--- src/rtl/miner_pkg.sv ---
// miner_pkg: shared constants, FSM state type and result record for the
// miner work scheduler.
package miner_pkg;

  localparam int unsigned WORK_BYTES   = 64;
  localparam int unsigned RESULT_BYTES = 8;

  typedef enum logic [1:0] {
    IDLE,
    HASH,
    EXHAUSTED
  } state_t;

  typedef struct packed {
    logic [31:0] nonce;
    logic [31:0] job;
  } result_t;

  // Byte idx of a result record in wire order: nonce LSB first, then job LSB first.
  function automatic logic [7:0] result_byte(input result_t r, input logic [2:0] idx);
    logic [63:0] w;
    w = {r.job, r.nonce} >> {idx, 3'b000};
    return w[7:0];
  endfunction

endpackage

--- src/rtl/miner_work_scheduler_result_fifo.sv ---
// result_fifo: synchronous show-ahead FIFO with full/empty flags.
// A write into a full FIFO is accepted when a read happens in the same cycle.
module result_fifo #(
  parameter int unsigned WIDTH = 64,
  parameter int unsigned DEPTH = 4
) (
  input  logic             clk,
  input  logic             rst_n,
  input  logic             wr_en_i,
  input  logic [WIDTH-1:0] wr_data_i,
  input  logic             rd_en_i,
  output logic [WIDTH-1:0] rd_data_o,
  output logic             full_o,
  output logic             empty_o
);

  localparam int unsigned AW = (DEPTH > 1) ? $clog2(DEPTH) : 1;
  localparam int unsigned CW = $clog2(DEPTH + 1);

  logic [WIDTH-1:0] mem_q [DEPTH];
  logic [AW-1:0]    wr_ptr_q;
  logic [AW-1:0]    rd_ptr_q;
  logic [CW-1:0]    count_q;
  logic             do_wr;
  logic             do_rd;

  assign full_o    = (count_q == CW'(DEPTH));
  assign empty_o   = (count_q == '0);
  assign do_rd     = rd_en_i && !empty_o;
  assign do_wr     = wr_en_i && (!full_o || do_rd);
  assign rd_data_o = mem_q[rd_ptr_q];

  // Pointer and occupancy bookkeeping
  always_ff @(posedge clk) begin
    if (!rst_n) begin
      wr_ptr_q <= '0;
      rd_ptr_q <= '0;
      count_q  <= '0;
    end else begin
      if (do_wr) wr_ptr_q <= (wr_ptr_q == AW'(DEPTH - 1)) ? '0 : wr_ptr_q + 1'b1;
      if (do_rd) rd_ptr_q <= (rd_ptr_q == AW'(DEPTH - 1)) ? '0 : rd_ptr_q + 1'b1;
      case ({do_wr, do_rd})
        2'b10:   count_q <= count_q + 1'b1;
        2'b01:   count_q <= count_q - 1'b1;
        default: count_q <= count_q;
      endcase
    end
  end

  // Storage array, contents need no reset
  always_ff @(posedge clk) begin
    if (do_wr) mem_q[wr_ptr_q] <= wr_data_i;
  end

endmodule

--- src/rtl/miner_work_scheduler.sv ---
// miner_work_scheduler: assembles 64-byte work frames, commits them to the
// hash core, sequences the nonce and serialises golden-nonce result records.
// Build option: define MINER_STALE_DROP_EN to discard golden strobes for
// PIPE_DEPTH clk after every commit.
module miner_work_scheduler
  import miner_pkg::*;
#(
  parameter int unsigned NONCE_STEP = 1,
  parameter int unsigned FIFO_DEPTH = 4,
  parameter int unsigned PIPE_DEPTH = 64
) (
  input  logic         clk,
  input  logic         rst_n,
  input  logic [7:0]   rx_byte,
  input  logic         rx_valid,
  input  logic         rx_frame,
  output logic [255:0] core_midstate,
  output logic [255:0] core_data,
  output logic [31:0]  core_nonce,
  output logic         core_run,
  input  logic         core_golden_valid,
  input  logic [31:0]  core_golden_nonce,
  output logic [7:0]   tx_byte,
  output logic         tx_valid,
  input  logic         tx_ready,
  output logic [31:0]  job_id,
  output logic         exhausted,
  output logic         fifo_overflow
);

  localparam logic [6:0] CNT_FULL = 7'(WORK_BYTES);
  localparam logic [6:0] CNT_SAT  = 7'(WORK_BYTES + 1);

  // Receive path
  logic [6:0]   rx_cnt_q, rx_cnt_d, cnt_eff;
  logic [511:0] shadow_q, shadow_eff;
  logic         commit;

  // Committed work
  logic [255:0] midstate_q, data_q;
  logic [31:0]  job_q;

  // Nonce sequencer
  state_t       state_q;
  logic [31:0]  nonce_q;
  logic         run_q, exh_q;
  logic [32:0]  nonce_sum;

  // Result capture and serialiser
  logic         golden_take;
  logic         fifo_full, fifo_empty, pop;
  logic [63:0]  fifo_rd;
  logic         ovf_q;
  logic         tx_valid_q, tx_valid_d;
  logic [7:0]   tx_byte_q, tx_byte_d;
  logic [2:0]   idx_q, idx_d;
  result_t      rec_q, rec_d;

  // A byte arriving with the frame strobe is counted before the strobe is judged
  always_comb begin
    cnt_eff    = rx_cnt_q;
    shadow_eff = shadow_q;
    if (rx_valid) begin
      shadow_eff = {shadow_q[503:0], rx_byte};
      if (rx_cnt_q != CNT_SAT) cnt_eff = rx_cnt_q + 7'd1;
    end
    commit   = rx_frame && (cnt_eff == CNT_FULL);
    rx_cnt_d = rx_frame ? '0 : cnt_eff;
  end

  // Shadow buffer and byte counter
  always_ff @(posedge clk) begin
    if (!rst_n) begin
      rx_cnt_q <= '0;
      shadow_q <= '0;
    end else begin
      rx_cnt_q <= rx_cnt_d;
      shadow_q <= shadow_eff;
    end
  end

  // Atomic commit of a complete frame to the core
  always_ff @(posedge clk) begin
    if (!rst_n) begin
      midstate_q <= '0;
      data_q     <= '0;
      job_q      <= '0;
    end else if (commit) begin
      midstate_q <= shadow_eff[511:256];
      data_q     <= shadow_eff[255:0];
      job_q      <= job_q + 32'd1;
    end
  end

  assign nonce_sum = {1'b0, nonce_q} + 33'(NONCE_STEP);

  // Nonce FSM: a carry out of the next addition means the current nonce was the last
  always_ff @(posedge clk) begin
    if (!rst_n) begin
      state_q <= IDLE;
      nonce_q <= '0;
      run_q   <= 1'b0;
      exh_q   <= 1'b0;
    end else if (commit) begin
      state_q <= HASH;
      nonce_q <= '0;
      run_q   <= 1'b1;
      exh_q   <= 1'b0;
    end else begin
      case (state_q)
        HASH: begin
          if (nonce_sum[32]) begin
            state_q <= EXHAUSTED;
            run_q   <= 1'b0;
            exh_q   <= 1'b1;
          end else begin
            nonce_q <= nonce_sum[31:0];
          end
        end
        default: ;
      endcase
    end
  end

`ifdef MINER_STALE_DROP_EN
  localparam int unsigned SW = $clog2(PIPE_DEPTH + 1);
  logic [SW-1:0] stale_q;

  // Stale window counter, reloaded on every commit
  always_ff @(posedge clk) begin
    if (!rst_n)               stale_q <= '0;
    else if (commit)          stale_q <= SW'(PIPE_DEPTH);
    else if (stale_q != '0)   stale_q <= stale_q - 1'b1;
  end

  assign golden_take = core_golden_valid && (stale_q == '0);
`else
  localparam int unsigned unused_pipe_depth = PIPE_DEPTH;
  assign golden_take = core_golden_valid;
`endif

  result_fifo #(
    .WIDTH (64),
    .DEPTH (FIFO_DEPTH)
  ) u_fifo (
    .clk       (clk),
    .rst_n     (rst_n),
    .wr_en_i   (golden_take),
    .wr_data_i ({core_golden_nonce, job_q}),
    .rd_en_i   (pop),
    .rd_data_o (fifo_rd),
    .full_o    (fifo_full),
    .empty_o   (fifo_empty)
  );

  // Sticky drop flag; a same-cycle pop makes room so nothing is lost then
  always_ff @(posedge clk) begin
    if (!rst_n)                                    ovf_q <= 1'b0;
    else if (golden_take && fifo_full && !pop)     ovf_q <= 1'b1;
  end

  // Serialiser next state: pop when idle, advance one byte per handshake
  always_comb begin
    tx_valid_d = tx_valid_q;
    tx_byte_d  = tx_byte_q;
    idx_d      = idx_q;
    rec_d      = rec_q;
    pop        = 1'b0;
    if (!tx_valid_q) begin
      if (!fifo_empty) begin
        pop        = 1'b1;
        rec_d      = fifo_rd;
        idx_d      = '0;
        tx_valid_d = 1'b1;
        tx_byte_d  = result_byte(fifo_rd, 3'd0);
      end
    end else if (tx_ready) begin
      if (idx_q == 3'(RESULT_BYTES - 1)) begin
        tx_valid_d = 1'b0;
      end else begin
        idx_d     = idx_q + 3'd1;
        tx_byte_d = result_byte(rec_q, idx_q + 3'd1);
      end
    end
  end

  // Serialiser registers
  always_ff @(posedge clk) begin
    if (!rst_n) begin
      tx_valid_q <= 1'b0;
      tx_byte_q  <= '0;
      idx_q      <= '0;
      rec_q      <= '0;
    end else begin
      tx_valid_q <= tx_valid_d;
      tx_byte_q  <= tx_byte_d;
      idx_q      <= idx_d;
      rec_q      <= rec_d;
    end
  end

  assign core_midstate = midstate_q;
  assign core_data     = data_q;
  assign core_nonce    = nonce_q;
  assign core_run      = run_q;
  assign job_id        = job_q;
  assign exhausted     = exh_q;
  assign fifo_overflow = ovf_q;
  assign tx_valid      = tx_valid_q;
  assign tx_byte       = tx_byte_q;

endmodule

--- config.mk ---
export PLATFORM = sky130hd
export DESIGN_NAME = miner_work_scheduler
export DESIGN_NICKNAME = d
export VERILOG_FILES = /design/src/rtl/miner_pkg.sv /design/src/rtl/miner_work_scheduler_result_fifo.sv /design/src/rtl/miner_work_scheduler.sv
export SDC_FILE = /design/constraint.sdc
export NUM_CORES = 2
export LEC_CHECK = 0
export CAP_MARGIN = 20
export CORE_MARGIN = 2
export CORE_UTILIZATION = 30
export DETAILED_ROUTE_END_ITERATION = 6
export GPL_ROUTABILITY_DRIVEN = 0
export PLACE_DENSITY = 0.57
export SLEW_MARGIN = 5
export SYNTH_ARGS = -nofsm -noshare
export SYNTH_HDL_FRONTEND = slang
export SYNTH_SLANG_ARGS = --single-unit
--- constraint.sdc ---
create_clock -name clk -period 3.7 [get_ports clk]
set_clock_uncertainty 0.05 [all_clocks]
set_input_delay 0.555 -clock clk [delete_from_list [all_inputs] [get_ports clk]]
set_output_delay 0.555 -clock clk [all_outputs]
set_load 0.02 [all_outputs]
---- Yosys cells after proc, flatten, opt, wreduce, memory -nomap -nowiden ----
Memory sizes are Yosys's and may differ from the RTL's. A register that Yosys moved wholly into a read port is not among the register bits.
Index checks and enable logic that the tools add are counted.
word-level totals
  register bits after elaboration ......... 1182
  bits in writable memories ............... 256
  output and inout port bits .............. 588
  word-level logic and storage cells ...... 93
  memories ................................ 1
memories
  name          depth  width  read ports  clocked after memory_dff  write ports  RTL line                                RTL
  u_fifo.mem_q  4      64     1           1                         1            miner_work_scheduler_result_fifo.sv:20  logic [WIDTH-1:0] mem_q [DEPTH];
cells by class
  add/subtract/negate cells ............... 8
  equal/unequal tests ..................... 12
  shifts and indexed selects .............. 1
  muxes and demuxes ....................... 29
  bitwise gates (word level) .............. 4
  reduce and logical (&&, ||, !) cells .... 20
operators by type and width
  kind                                                                    number
  512-bit two-way mux                                                     1
  64-bit by 6-bit >> shifter with 8-bit output                            1
  32-bit by 1-bit adder with 33-bit output (second input constant)        1
  32-bit by 1-bit adder with 32-bit output (second input constant)        1
  8-bit two-way mux                                                       4
  7-bit two-way mux                                                       2
  1-bit two-way mux                                                       13
  3-bit two-way mux                                                       4
  2-bit two-way mux                                                       4
  2-bit AND reduction                                                     4
  7-bit by 1-bit adder with 7-bit output (second input constant)          1
  7-bit equality test (second input constant)                             1
  7-bit inequality test (second input constant)                           1
  3-bit by 1-bit adder with 3-bit output (second input constant)          2
  2-bit equality test (second input constant)                             3
  3-bit equality test (second input constant)                             2
  3-bit case mux with 2 select lines                                      1
  2-bit nonzero test                                                      3
  1-bit logical AND                                                       5
  2-bit by 1-bit adder with 2-bit output (second input constant)          2
  2-bit by 1-bit equality test with 1-bit output (second input constant)  2
  2-bit inequality test (second input constant)                           2
  1-bit inverter                                                          4
  2-bit OR reduction                                                      2
  6 further kinds                                                         8

---- Depth between registers and ports, before layout ----
  word-level depth ........................ 8
  depth in mapped cells ................... 11
  depth with buffers taken out ............ 10

---- Modules after synthesis ----
Synthesis repeated with hierarchy kept, for this count alone.
second synthesis, totals
  cells, all modules ...................... 4652
  area, all modules ....................... 52235.1 µm²
by module, submodules not included
  module                times used  cells each  area an instance (µm²)  sequential area each (µm²)
  miner_work_scheduler  1           4250        42408.2                 23502.5
  result_fifo           1           402         9826.9                  7867.5

---- Worst setup path before layout ----
Ideal clock, no wire load.
  path type ............................... input -> register
  start ................................... input core_golden_valid
  end ..................................... memory u_fifo.mem_q[3][0], enable pin
  arrival ................................. 2.346 ns
  required time ........................... 3.221 ns
  setup slack ............................. 0.876 ns
  stages .................................. 2
  path buffers ............................ 0
  cell sequence ........................... nor2b_1 > and2_1
on the way
  longest elaborated chain between the ends .. 3
ends and longest elaborated chain
  item                                     RTL line                                RTL
  start, declared                          miner_work_scheduler.sv:21              input logic core_golden_valid,
  1-bit logical AND                        miner_work_scheduler_result_fifo.sv:30  assign do_wr = wr_en_i && (!full_o || do_rd);
  1-bit two-way mux                        miner_work_scheduler_result_fifo.sv:52  if (do_wr) mem_q[wr_ptr_q] <= wr_data_i;
  1-bit two-way mux (implied by the code)  miner_work_scheduler_result_fifo.sv:52
  end, declared                            miner_work_scheduler_result_fifo.sv:20
Every way passes these cells.

---- Worst setup path after layout ----
  start ................................... register rx_cnt_q[0]
  end ..................................... register midstate_q[114], in the netlist core_midstate[114]
on the way
  longest elaborated chain between the ends .. 5
ends and longest elaborated chain
  item                                                                             RTL line                    RTL
  start, declared                                                                  miner_work_scheduler.sv:35  logic [6:0] rx_cnt_q, rx_cnt_d, cnt_eff;
  start signal, assigned                                                           miner_work_scheduler.sv:77  rx_cnt_q <= rx_cnt_d;
  7-bit by 1-bit adder with 7-bit output or 7-bit inequality test (tied branches)  miner_work_scheduler.sv:65  if (rx_cnt_q != CNT_SAT) cnt_eff = rx_cnt_q + 7'd1;
  7-bit two-way mux                                                                miner_work_scheduler.sv:65
  7-bit two-way mux (*)                                                            miner_work_scheduler.sv:63  if (rx_valid) begin
  7-bit equality test (*)                                                          miner_work_scheduler.sv:67  commit = rx_frame && (cnt_eff == CNT_FULL);
  1-bit logical AND (*)                                                            miner_work_scheduler.sv:67
  end signal, assigned                                                             miner_work_scheduler.sv:89  midstate_q <= shadow_eff[511:256];
  end, declared                                                                    miner_work_scheduler.sv:40  logic [255:0] midstate_q, data_q;
Mark *: on every way between the ends. The rest lies on a longest branch, timed or not.
A chain may end at the register's enable or synchronous reset.

==> results_dict.tcl <==
set metrics [dict create \
    status "complete, no violations" \
    wl_per_cell_um 20.8 \
    finalSetupViolations 0 \
    drv_cap 0 \
    wirelength_um 157000 \
    cp_slowest_stage_delay_ns 0.53 \
    synth_cell_type_count 59 \
    final_common_cell "dfxtp_1" \
    syn_avg_cell_area_um2 11.2 \
    slew_viol_final 0 \
    final_nets 5174 \
    ant_nets 0 \
    min_period_ns 3.21 \
    synth_edf_count 256 \
    ys_seq_elements 1439 \
    hpwl_um 104000 \
    yosys_warnings 0 \
    crit_start "rx_cnt_q[0]" \
    antenna_found_initial 1 \
    path_clk_slew_ns 0.06 \
    insertion_delay_ns 0.80 \
    cpMaxStageDelayCell "dfxtp_1" \
    reg2reg_from "rx_cnt_q[0]" \
    setup_slack_ns 0.492 \
    crit_cells 8 \
    post_cts_resized 0 \
    timing.setup.tns_ns 0 \
    fmax_mhz 312 \
    track_usage_pct 17.3 \
    async_flop_share_pct 0 \
    synthesis.area_mm2 0.0521 \
    grt-ovfl-total 0 \
    via_count 37351 \
    io_buffers 633 \
    synth-seq-area-share_pct 60.2 \
    viasPerCell 4.94 \
    cts_buffers 156 \
    grt_pass1_vias 36539 \
    p_leak_nw 22.7 \
    ff2ff_path_depth 8 \
    clock_sinks 1439 \
    core_mm2 0.172 \
    topRoutingLayerUsed "met5" \
    cpMostUsedCell "buf_12" \
    startpoint_type "register" \
    fillCellCount 16713 \
    die_area_mm2 0.177 \
    fin_crit_sh_pct 86.7 \
    hold_viol 0 \
    cts_hold_buf 0 \
    die-width_um 421 \
    syn2layout_area_growth_pct 26.5 \
    timing.slew.headroom_pct 37.0 \
    root_buffer "clkbuf_16" \
    path_class "reg -> reg" \
    rsz0062_at_grt "false" \
    grt_start_max_net_pins 159 \
    reg2reg_setup_slack_ns 0.49 \
    met1_length_um 65500 \
    drtIter0Drc 2689 \
    clockBufferDepth 3 \
    cp_top_family "compound AO/OA/AOI/OAI gates" \
    rr_endpoint "core_midstate[114]" \
    drive_gt1_share_pct 8.22 \
    crit_path_end_kind "register" \
    hp-class "in -> reg" \
    syn-num-nets 4705 \
    row_count 152 \
    dr_wl_met2_um 75600 \
    dr.pass1.iters 5 \
    crit_chain "ha_1, or4b_4, o41ai_4, o221a_4, buf_12, buf_12, a21oi_1, a211oi_1" \
    met3_wirelength_um 8800 \
    required_ns 4.35 \
    powerDensity_mw_per_mm2 536 \
    layout_common_cells "dfxtp_1 (1181), clkdlybuf4s50_1 (631), a21oi_1 (624)" \
    grt_first_pass_wirelength_um 235000 \
    drc_errors 0 \
    crit_path_end "core_midstate[114]" \
    die_height_um 421 \
    vdd_drop_max_uv 510 \
    start_util_pct 30.3 \
    crit_arrival_ns 3.85 \
    netlist_instances 4646 \
    htree_levels 4 \
    critPathBufInv 2 \
    cp_max_fo 71 \
    pre_cts_ws_ns 0.586 \
    max_slew.worst_pin.slew_ns 0.944 \
    cts_setup_buffers 0 \
    ys.flop_type "dfxtp_1" \
    io_pins 634 \
    cts_tree "built" \
]
[synth_stat cells, drive strengths merged (21+ instances only)]
library cell	count	area, µm²
dfxtp	1183	23700
a21oi	624	3120
nor2	544	2040
mux2i	532	5330
a211oi	514	3860
edfxtp	256	7690
clkbuf	234	880
nand2	199	747
buf	183	840
mux4	80	1800
o31ai	33	248
nand3	28	140
or4	25	188
nand4	21	138
[worst register-to-register path, delay by kind of cell (launching register included)]
kind / cells / cell delay (ns)
buffers and inverters: 2 / 0.77
AND/OR/NAND/NOR: 1 / 0.48
AO/OA/AOI/OAI: 4 / 1.05
adder cells (fa/ha/maj): 1 / 0.23
flip-flops: 1 / 0.53
[layout make-up]
cell class	instances	area [µm²]	area share (%)
flip-flops and latches	1439	31400	47.6
multi-input cells	2777	19000	28.9
repair buffers	728	7510	11.4
clock buffers	229	4520	6.86
well taps	2310	2890	4.38
clock inverters	57	534	0.810
inverters	13	56.3	0.0854
diodes	1	2.50	0.00380
[stage by stage]
| step | utilization [%] | area, µm² | hold slack [ns] | power (mW) | instances |
|---|---|---|---|---|---|
| floorplan | - | 52100 | 0.383 | 19.3 | 4646 |
| global placement | 35.4 | 60900 | 0.391 | 20.3 | 7267 |
| detailed placement | 35.4 | 60900 | 0.395 | 20.3 | 7267 |
| CTS | 38.3 | 65900 | 0.0253 | 35.8 | 7553 |
| global route | 38.3 | 65900 | 0.0763 | 36.7 | 7553 |
| finish | 38.3 | 65900 | 0.120 | 35.3 | 7554 |
[power breakdown]
part / switching (mW) / internal, mW / total (mW)
registers: 0.322 / 16.4 / 16.7
logic: 1.96 / 1.23 / 3.20
clock network: 6.50 / 8.87 / 15.4
[kinds of logic (layout without fill, tap and decap cells)]
group / after synthesis / in the layout / synth area share [%]
AO/OA/AOI/OAI: 1217 / 1217 / 14.5
XOR/XNOR: 21 / 21 / 0.353
adder cells (fa/ha/maj): 13 / 13 / 0.326
buffers and inverters: 430 / 1027 / 3.39
flip-flops: 1439 / 1439 / 60.2
multiplexers: 613 / 613 / 13.7
other: 0 / 1 / 0
AND/OR/NAND/NOR: 913 / 913 / 7.52
[routing by layer]
| layer | global-route usage (%) | vias to the layer above |
|---|---|---|
| li1 | - | 17949 |
| met1 | 21.3 | 18320 |
| met2 | 28.2 | 807 |
| met3 | 4.37 | 273 |
| met4 | 8.43 | 2 |
| met5 | 0 | - |
[state kept, by name, indices dropped and copies added (netlist names), 2 cells and up, named ones only]
| signal | flops |
|---|---|
| core_nonce | 32 |
| u_fifo.rd_ptr_q | 2 |
| rec_q | 64 |
| tx_byte | 8 |
| u_fifo.wr_ptr_q | 2 |
| rx_cnt_q | 7 |
| job_id | 32 |
| core_midstate | 256 |
| u_fifo.count_q | 3 |
| u_fifo.mem_q | 256 |
| core_data | 256 |
| idx_q | 3 |
| shadow_q | 512 |
[worst min path at each step]
stage          cells past startpoint  slack [ns]          end       from
6_report                           2        0.12  rx_cnt_q[1]   rx_valid
5_1_grt                            2        0.08  rx_cnt_q[1]   rx_valid
4_1_cts                            2        0.03  rx_cnt_q[1]   rx_valid
3_5_place_dp                       2        0.40    rec_q[33]  rec_q[33]
3_3_place_gp                       2        0.39     rec_q[3]   rec_q[3]
2_1_floorplan                      2        0.38     rec_q[0]   rec_q[0]
Power figures use the tool's default switching activity.
